[config.mk]
export PLATFORM = sky130hd
export DESIGN_NAME = uart_cmd_rx
export DESIGN_NICKNAME = d
export VERILOG_FILES = /design/src/rtl/uart_cmd_rx.sv
export SDC_FILE = /design/constraint.sdc
export NUM_CORES = 1
export LEC_CHECK = 0
export ABC_AREA = 1
export CAP_MARGIN = 20
export CORE_AREA = 2 2 178 93
export CTS_BUF_LIST = sky130_fd_sc_hd__clkbuf_2 sky130_fd_sc_hd__clkbuf_4 sky130_fd_sc_hd__clkbuf_8
export DETAILED_ROUTE_END_ITERATION = 12
export DIE_AREA = 0 0 180 95
export DONT_BUFFER_PORTS = 1
export SLEW_MARGIN = 20
export SYNTH_ARGS = -nofsm -noshare
export SYNTH_HDL_FRONTEND = slang
export SYNTH_SLANG_ARGS = --single-unit
[constraint.sdc]
create_clock -name i_clk -period 3.6 [get_ports i_clk]
set_input_delay 0.18 -clock i_clk [delete_from_list [all_inputs] [get_ports i_clk]]
set_output_delay 0.18 -clock i_clk [all_outputs]
set_load 0.005 [all_outputs]
[src/rtl/uart_cmd_rx.sv]
// 8N1 UART receiver feeding an ASCII command parser: "W<a><dddddddd>\r" issues a
// register write, "S\r" requests a PPS re-sync.
module uart_cmd_rx #(
  parameter int CLKS_PER_BIT = 434
) (
  input  logic        i_clk,
  input  logic        i_rst,
  input  logic        i_uart_rx,
  output logic        o_byte_valid,
  output logic [7:0]  o_byte,
  output logic        o_wr_en,
  output logic [3:0]  o_wr_addr,
  output logic [31:0] o_wr_data,
  output logic        o_sync,
  output logic        o_err
);

  localparam logic [15:0] BIT_LAST  = 16'(CLKS_PER_BIT - 1);
  localparam logic [15:0] HALF_LAST = 16'(CLKS_PER_BIT / 2 - 1);

  localparam logic [7:0] CH_W  = 8'h57;
  localparam logic [7:0] CH_S  = 8'h53;
  localparam logic [7:0] CH_CR = 8'h0D;
  localparam logic [7:0] CH_LF = 8'h0A;

  typedef enum logic [2:0] {
    R_IDLE,
    R_START,
    R_DATA,
    R_STOP,
    R_WAIT_HI
  } rx_state_t;

  typedef enum logic [1:0] {
    P_IDLE,
    P_ADDR,
    P_DATA,
    P_EOL
  } p_state_t;

  function automatic logic is_hex(input logic [7:0] c);
    return ((c >= 8'h30) && (c <= 8'h39)) ||
           ((c >= 8'h41) && (c <= 8'h46)) ||
           ((c >= 8'h61) && (c <= 8'h66));
  endfunction

  // Letters of either case carry bit 6 and map A/a (x1) to 10 by adding 9.
  function automatic logic [3:0] hex_nib(input logic [7:0] c);
    return c[3:0] + (c[6] ? 4'd9 : 4'd0);
  endfunction

  // Synchronizer stages; rx_p2 is kept only for falling-edge detection
  logic rx_p0, rx_p1, rx_p2;
  logic rx_sync, rx_fall;

  always_ff @(posedge i_clk) begin
    if (i_rst) begin
      rx_p0 <= 1'b1;
      rx_p1 <= 1'b1;
      rx_p2 <= 1'b1;
    end else begin
      rx_p0 <= i_uart_rx;
      rx_p1 <= rx_p0;
      rx_p2 <= rx_p1;
    end
  end

  assign rx_sync = rx_p1;
  assign rx_fall = rx_p2 & ~rx_p1;

  rx_state_t   rx_state, rx_next;
  logic [15:0] cnt;
  logic [2:0]  bit_idx;
  logic [7:0]  shift;
  logic        armed;
  logic        bit_tick, half_tick, bit_sample, stop_ok, frame_err;

  always_ff @(posedge i_clk) begin
    if (i_rst) rx_state <= R_IDLE;
    else       rx_state <= rx_next;
  end

  // Reception is only armed once the line has idled high for a full bit after
  // reset, so a frame already in flight at reset release is never picked up.
  always_comb begin
    rx_next = rx_state;
    case (rx_state)
      R_IDLE:    if (armed && rx_fall) rx_next = R_START;
      R_START:   if (half_tick) rx_next = rx_sync ? R_IDLE : R_DATA;
      R_DATA:    if (bit_tick && (bit_idx == 3'd7)) rx_next = R_STOP;
      R_STOP:    if (bit_tick) rx_next = rx_sync ? R_IDLE : R_WAIT_HI;
      R_WAIT_HI: if (rx_sync) rx_next = R_IDLE;
      default:   rx_next = R_IDLE;
    endcase
  end

  always_comb begin
    bit_tick   = (cnt == BIT_LAST);
    half_tick  = (cnt == HALF_LAST);
    bit_sample = (rx_state == R_DATA) && bit_tick;
    stop_ok    = (rx_state == R_STOP) && bit_tick && rx_sync;
    frame_err  = (rx_state == R_STOP) && bit_tick && !rx_sync;
  end

  always_ff @(posedge i_clk) begin
    if (i_rst) begin
      cnt     <= '0;
      bit_idx <= '0;
      armed   <= 1'b0;
    end else begin
      if (rx_state != rx_next) begin
        cnt <= '0;
      end else begin
        case (rx_state)
          R_IDLE:         cnt <= (armed || !rx_sync) ? 16'd0 : cnt + 16'd1;
          R_START:        cnt <= cnt + 16'd1;
          R_DATA, R_STOP: cnt <= bit_tick ? 16'd0 : cnt + 16'd1;
          default:        cnt <= '0;
        endcase
      end
      if ((rx_state == R_IDLE) && rx_sync && bit_tick) armed <= 1'b1;
      if (rx_state == R_START)  bit_idx <= '0;
      else if (bit_sample)      bit_idx <= bit_idx + 3'd1;
    end
  end

  always_ff @(posedge i_clk) begin
    if (bit_sample) shift <= {rx_sync, shift[7:1]};
  end

  always_ff @(posedge i_clk) begin
    if (i_rst) begin
      o_byte_valid <= 1'b0;
      o_byte       <= '0;
    end else begin
      o_byte_valid <= stop_ok;
      if (stop_ok) o_byte <= shift;
    end
  end

  // Command parser, advanced once per good byte
  p_state_t    p_state, p_next;
  logic [3:0]  addr_sh;
  logic [31:0] data_sh;
  logic [2:0]  dcnt;
  logic        sync_flag;
  logic        byte_hex, p_err, p_done;
  logic [3:0]  nib;

  assign byte_hex = is_hex(o_byte);
  assign nib      = hex_nib(o_byte);

  always_ff @(posedge i_clk) begin
    if (i_rst) p_state <= P_IDLE;
    else       p_state <= p_next;
  end

  always_comb begin
    p_next = p_state;
    if (frame_err) begin
      p_next = P_IDLE;
    end else if (o_byte_valid) begin
      case (p_state)
        P_IDLE: begin
          if (o_byte == CH_W)      p_next = P_ADDR;
          else if (o_byte == CH_S) p_next = P_EOL;
        end
        P_ADDR:  p_next = byte_hex ? P_DATA : P_IDLE;
        P_DATA: begin
          if (!byte_hex)          p_next = P_IDLE;
          else if (dcnt == 3'd7)  p_next = P_EOL;
        end
        P_EOL:   p_next = P_IDLE;
        default: p_next = P_IDLE;
      endcase
    end
  end

  always_comb begin
    p_err  = 1'b0;
    p_done = 1'b0;
    if (o_byte_valid && !frame_err) begin
      case (p_state)
        P_IDLE:  p_err = !((o_byte == CH_W) || (o_byte == CH_S) ||
                           (o_byte == CH_CR) || (o_byte == CH_LF));
        P_ADDR,
        P_DATA:  p_err = !byte_hex;
        P_EOL: begin
          p_err  = (o_byte != CH_CR);
          p_done = (o_byte == CH_CR);
        end
        default: p_err = 1'b0;
      endcase
    end
  end

  always_ff @(posedge i_clk) begin
    if (i_rst) begin
      sync_flag <= 1'b0;
      dcnt      <= '0;
      addr_sh   <= '0;
      data_sh   <= '0;
      o_wr_en   <= 1'b0;
      o_sync    <= 1'b0;
      o_err     <= 1'b0;
      o_wr_addr <= '0;
      o_wr_data <= '0;
    end else begin
      o_wr_en <= p_done && !sync_flag;
      o_sync  <= p_done && sync_flag;
      o_err   <= frame_err || p_err;
      if (p_done && !sync_flag) begin
        o_wr_addr <= addr_sh;
        o_wr_data <= data_sh;
      end
      if (frame_err || p_err || p_done) begin
        sync_flag <= 1'b0;
        dcnt      <= '0;
        addr_sh   <= '0;
        data_sh   <= '0;
      end else if (o_byte_valid) begin
        case (p_state)
          P_IDLE: sync_flag <= (o_byte == CH_S);
          P_ADDR: begin
            addr_sh <= nib;
            dcnt    <= '0;
          end
          P_DATA: begin
            data_sh <= {data_sh[27:0], nib};
            dcnt    <= dcnt + 3'd1;
          end
          default: ;
        endcase
      end
    end
  end

endmodule

==> flow_summary.json, run 1 <==
{
  "status": "completed",
  "period_needed_ns": 2.32,
  "cp.arrival_ns": 2.68,
  "start_util": 0.338,
  "port_buffers": 0,
  "synth_top_flop_cell": "dfxtp_1",
  "final_core_util": 0.374,
  "synthesis.instances": 683,
  "synth_warnings": 0,
  "grt_use_total": 0.157,
  "synth_nets": 700,
  "grt_max_degree": 42,
  "finalWirelength_um": 13100,
  "die_x_um": 180,
  "ctsHtreeMaxLevel": 4,
  "power_w": 0.00282,
  "rows": 33,
  "cpPeakStageDelay_ns": 0.43,
  "critPathMaxFanout": 38,
  "synth.distinct_cells": 43,
  "cp-start-kind": "flop",
  "n_antenna_cell": 0,
  "clk_latency_ns": 0.44,
  "dp.final_hpwl_um": 9070,
  "grt_pass1_vias": 3706,
  "overflow": 0,
  "max_freq_mhz": 431,
  "cts_tree": "done",
  "place_area_um2": 5430,
  "holdBufCountCts": 2,
  "crit_path_top_delay_cell": "inv_6",
  "hold_depth": 3,
  "synth_area_um2": 5310,
  "ys_seq_area_frac": 0.482,
  "final_hold_viol_count": 0,
  "vias": 4244,
  "die_area_um2": 17100,
  "firstDrtPassIters": 5,
  "ant_nets": 0,
  "setup_violations": 0,
  "critPathKind": "flop to flop",
  "place_congestion": 0.793,
  "relSlewSlack": 0.407,
  "grt_first_pass_wirelength_um": 20600,
  "r2r-end": "o_wr_data[24]",
  "grt_setup_unrepaired": "no",
  "hold_slack_ns": 0.0500,
  "cts-buffers-inserted": 17,
  "path_common_cell": "nor2_1",
  "drive_gt1_frac": 0.101,
  "fin_worst_skew_ns": 0.0152,
  "period_share": 0.645,
  "drt-wirelength-per-cell_um": 14.5,
  "drcViolationCount": 0,
  "cts_root_buf": "clkbuf_8",
  "fill_cells": 1627,
  "core-area_um2": 15700,
  "antenna_found_initial": 1,
  "crit_chain": "inv_1, nand2_1, nor2_1, nand2_1, inv_1, nand3_2, nor2_2, nand2_2, inv_6, nor2_1, nor2_1",
  "slew_violations": 0,
  "worst_pin_slew_ns": 0.889,
  "final_nets": 699,
  "drtIter0Drc": 383,
  "synth_edf_count": 8,
  "regArea_um2": 2560,
  "setup_tns_ns": 0,
  "synth-seq-cells": 124,
  "async_flop_share": 0,
  "ir_drop_uv": 205,
  "r2r_cells": 11,
  "worst_setup_path_end_kind": "flop",
  "clockBufferDepth": 2,
  "syn_to_final_growth_pct": 10.8,
  "multi_input_comb_area_um2": 2320,
  "design.portCount": 51,
  "die_h_um": 95,
  "vias_per_cell": 4.69,
  "reg2reg_from": "o_byte[6]",
  "clock-sinks": 124,
  "hold_path_class": "input pin to flop",
  "drv_cap": 0,
  "cts_setup_buffers": 0,
  "p_leak_nw": 2.42,
  "fin_area_um2": 5880,
  "hold_start": "i_rst",
  "cts.reportedPaths.clkPinSlew_ns": 0.08,
  "cts_resized": 0,
  "required_ns": 3.95,
  "power.density_nw_per_um2": 479,
  "whs_endpoint": "p_state[0]",
  "synth.avg_cell_area_um2": 7.78,
  "rrSetupSlack_ns": 1.28
}
-- per-layer routing --
layer / vias to the layer above / GRT usage / share of wire
met5: - / 0 / 0
met1: 1914 / 0.241 / 0.55
met2: 117 / 0.181 / 0.34
met3: 7 / 0.0729 / 0.11
li1: 2206 / - / -
met4: 0 / 0.0447 / 0.0052
-- worst max path at each step --
stage              start             to  slack, ns
4_1_cts           cnt[0]  o_wr_data[24]       1.30
6_report       o_byte[6]  o_wr_data[24]       1.28
2_1_floorplan     cnt[1]     bit_idx[0]       1.74
5_1_grt        o_byte[6]  o_wr_data[24]       0.99
3_5_place_dp      cnt[0]  o_wr_data[28]       1.33
3_3_place_gp      cnt[0]   o_wr_addr[1]       1.36
-- area by class of cell --
type	instances	area share
Inverter	65	0.0423
Sequential cell	124	0.436
Clock buffer	17	0.0398
Clock inverter	15	0.0338
Tap cell	210	0.0447
Timing Repair Buffer	7	0.00978
Multi-Input combinational cell	467	0.394
-- registers in the layout, summed over array words and instances (netlist names), 3 cells and up --
signal	flops
o_wr_addr	4
dcnt	3
bit_idx	3
data_sh	32
addr_sh	4
rx_state	3
cnt	16
o_byte	8
o_wr_data	32
shift	8
-- cell usage in the layout, fill, tap and decap left out, types with 4 or more instances in the layout --
| cell type | Yosys | layout |
|---|---|---|
| nand3_1 | 27 | 27 |
| clkbuf_8 | 0 | 17 |
| mux2i_1 | 4 | 4 |
| or2_2 | 5 | 5 |
| nand2_2 | 4 | 4 |
| inv_2 | 5 | 5 |
| nor2_2 | 4 | 4 |
| nand2_1 | 98 | 98 |
| dfxtp_1 | 116 | 116 |
| o211ai_1 | 4 | 4 |
| a21oi_1 | 7 | 7 |
| inv_1 | 58 | 58 |
| a211oi_1 | 8 | 8 |
| buf_4 | 7 | 5 |
| nor3_1 | 5 | 5 |
| o21ai_0 | 69 | 69 |
| ha_1 | 14 | 14 |
| o21ai_1 | 8 | 8 |
| edfxtp_1 | 8 | 8 |
| nand4_1 | 9 | 9 |
| inv_6 | 1 | 7 |
| nor2_1 | 173 | 173 |
-- kinds of logic after synthesis --
| group | Yosys count | share of synthesized area |
|---|---|---|
| AND/OR/NAND/NOR | 341 | 0.282 |
| flip-flops | 124 | 0.482 |
| multiplexers | 4 | 0.00754 |
| AO/OA/AOI/OAI | 105 | 0.109 |
| buffers and inverters | 92 | 0.0810 |
| adder cells (fa/ha/maj) | 14 | 0.0330 |
| XOR/XNOR | 3 | 0.00495 |
-- synth_stat cells (5+ instances only) --
| cell | number | share of area |
|---|---|---|
| buf_4 | 7 | 0.0099 |
| edfxtp_1 | 8 | 0.045 |
| ha_1 | 14 | 0.033 |
| o21ai_1 | 8 | 0.0075 |
| o21ai_0 | 69 | 0.065 |
| nand4_1 | 9 | 0.011 |
| nor2_1 | 173 | 0.12 |
| buf_6 | 7 | 0.015 |
| dfxtp_1 | 116 | 0.44 |
| nand2_1 | 98 | 0.069 |
| nand3_1 | 27 | 0.025 |
| inv_2 | 5 | 0.0035 |
| nor3_1 | 5 | 0.0047 |
| a21oi_1 | 7 | 0.0066 |
| inv_1 | 58 | 0.041 |
| clkbuf_1 | 11 | 0.0078 |
| or2_2 | 5 | 0.0059 |
| a211oi_1 | 8 | 0.011 |
-- metrics by stage --
step                worst slack [ns]  instances
floorplan                       1.74        683
global placement                1.36        871
detailed placement              1.33        871
CTS                             1.30        905
global route                   0.986        905
finish                          1.28        905
-- where the power goes --
part	leakage, nW	internal, W	total (W)	switching, W
Clock	0.222	0.000714	0.00136	0.000651
Sequential	1.01	0.00139	0.00139	0.00000386
Combinational	1.19	0.0000177	0.0000610	0.0000433
-- critical path, delay by kind of cell, from the launching register on --
kind,cells,cell delay (ns)
simple gates,8,1.16
flops,1,0.42
buf+inv,3,0.65
Note: power is estimated with default switching activity, not from simulation.
==> inputs of run 2 (changes only) <==
- clock period: 3.6 -> 2.25 ns (I/O delays scaled with it)
==> run 2 against run 1 <==
Net effect: register-to-register slack lost 0.93 ns; cell area increased by 0.94%; die area stayed put; via count shrank 2.5%; clock power increased by 60%; sequential cell count did not move; maximum frequency is 22% higher; sequential power rose by 60%; worst setup slack got worse by 0.93 ns; largest power group unchanged.
==> flow_summary.json, run 2 (synthesis results as in run 1) <==
{
  "hold_slack_ns": 0.0509,
  "switching_power_w": 0.00102,
  "switching_share": 0.226,
  "period_share": 0.845,
  "worst_pin_slew_ns": 0.639,
  "cts_tree": "done",
  "required_ns": 2.61,
  "grt_setup_unrepaired": "no",
  "p_leak_nw": 2.44,
  "crit_path_top_delay_cell": "dfxtp_1",
  "cts_root_buf": "clkbuf_8",
  "p_int_w": 0.00349,
  "die_x_um": 180,
  "crit_chain": "inv_2, nor3_2, nand2_1, inv_1, nand3_2, nor2_2, nand2_2, buf_12, inv_6, nor2_1, nor2_1",
  "drt-wirelength-per-cell_um": 13.9,
  "cts.reportedPaths.clkPinSlew_ns": 0.08,
  "cts-buffers-inserted": 17,
  "power_w": 0.00451,
  "syn_to_final_growth_pct": 11.8,
  "period_needed_ns": 1.90,
  "finalWirelength_um": 12600,
  "path_buf_inv": 4,
  "dp.final_hpwl_um": 8840,
  "final_nets": 702,
  "seqPwrFrac": 0.494,
  "max_freq_mhz": 526,
  "port_buffers": 0,
  "grt_use_total": 0.159,
  "holdBufCountCts": 2,
  "cp-start-kind": "flop",
  "final_hold_viol_count": 0,
  "p_clk_frac": 0.484,
  "antenna_found_initial": 0,
  "power.density_nw_per_um2": 759,
  "cts_setup_buffers": 0,
  "clock-sinks": 124,
  "die_h_um": 95,
  "cpPeakStageDelay_ns": 0.50,
  "rows": 33,
  "critPathKind": "flop to flop",
  "multi_input_comb_area_um2": 2320,
  "slew_violations": 0,
  "path_common_cell": "nor2_1",
  "status": "completed",
  "clk_latency_ns": 0.44,
  "fill_cells": 1625,
  "post-place-ws_ns": 0.405,
  "drv_cap": 0,
  "crit_family": "simple AND/OR/NAND/NOR gates",
  "timing.final.ws_setup_ns": 0.349,
  "overflow": 0,
  "die_area_um2": 17100,
  "firstDrtPassIters": 4,
  "grt_pass1_vias": 3968,
  "ctsHtreeMaxLevel": 4,
  "finalNonFillerCells": 908,
  "drtIter0Drc": 334,
  "vias": 4138,
  "final_common_cell": "nor2_1",
  "grt_first_pass_wirelength_um": 21100,
  "drcViolationCount": 0,
  "setup_violations": 0,
  "critPathMaxFanout": 38,
  "core-area_um2": 15700,
  "clockBufferDepth": 2,
  "dp.cells": 874,
  "n_antenna_cell": 0,
  "relSlewSlack": 0.573,
  "vias_per_cell": 4.56,
  "comb_power_share": 0.022,
  "start_util": 0.338,
  "regArea_um2": 2560,
  "cts_resized": 0,
  "grt_max_degree": 41,
  "hold_path_class": "input pin to flop",
  "fin_worst_skew_ns": 0.0204,
  "final_cell_mix": "nor2_1, dfxtp_1, nand2_1",
  "setup_tns_ns": 0,
  "design.portCount": 51,
  "drive_gt1_frac": 0.105,
  "place_congestion": 0.849,
  "worst_setup_path_end_kind": "flop",
  "ir_drop_uv": 355,
  "cp.arrival_ns": 2.26,
  "reg.largest.list": "data_sh: 32 flops, o_wr_data: 32 flops, cnt: 16 flops",
  "ant_nets": 0
}
## run 2: cell count changes in the layout (fill, tap and decap cells not counted)
| cell | before | now |
|---|---|---|
| buf_12 | 0 | 2 |
| buf_4 | 5 | 6 |
| bufinv_16 | 3 | 4 |
| clkbuf_4 | 0 | 2 |
| clkinv_4 | 2 | 3 |
| clkinvlp_4 | 0 | 3 |
| inv_6 | 7 | 3 |
| inv_8 | 3 | 0 |
## run 2: area by class of cell
class,count,area share
tap,210,0.0442
sequential,124,0.432
inverter,65,0.0419
timing repair buffer,10,0.0177
clock buffer,19,0.0419
multi-input combinational,467,0.390
clock inverter,13,0.0322
## run 2: worst register-to-register path, stage by stage (launching register included)
cell and delay [ns]:
dfxtp_1 0.50, inv_2 0.09, nor3_2 0.19, nand2_1 0.09
inv_1 0.07, nand3_2 0.08, nor2_2 0.11, nand2_2 0.08
buf_12 0.17, inv_6 0.24, nor2_1 0.08, nor2_1 0.11
## run 2: per-stage QoR
stage                     utilization  cell area [um2]
final                           0.377             5940
after global routing            0.377             5940
after CTS                       0.377             5940
after detailed placement        0.348             5480
after global placement          0.348             5480
after floorplan                     -             5310
## run 2: routing by layer
metal  up-vias  GRT usage  wire, um  share of wire
met5         -          0         0              0
met4         0     0.0413        55         0.0044
met3         6     0.0821      1310           0.10
met2        90      0.194      4210           0.34
met1      1833      0.233      7000           0.56
li1       2209          -         -              -
## run 2: worst paths after layout
check	startpoint	endpoint	slack [ns]	cells past startpoint
min	i_rst	rx_p2	0.05	2
min reg2reg	rx_p0	rx_p1	0.41	1
max	o_byte[0]	o_wr_data[22]	0.35	11
max reg2reg	o_byte[0]	o_wr_data[22]	0.35	11
## run 2: power groups by stage
stage | Clock [W] | Sequential, W | Combinational (W)
6_report | 0.00218 | 0.00222 | 0.0000998
5_1_grt | 0.00233 | 0.00223 | 0.000112
4_1_cts | 0.00224 | 0.00222 | 0.0000997
3_5_place_dp | 0 | 0.00228 | 0.0000921
3_3_place_gp | 0 | 0.00228 | 0.0000924
2_1_floorplan | 0 | 0.00227 | 0.0000766
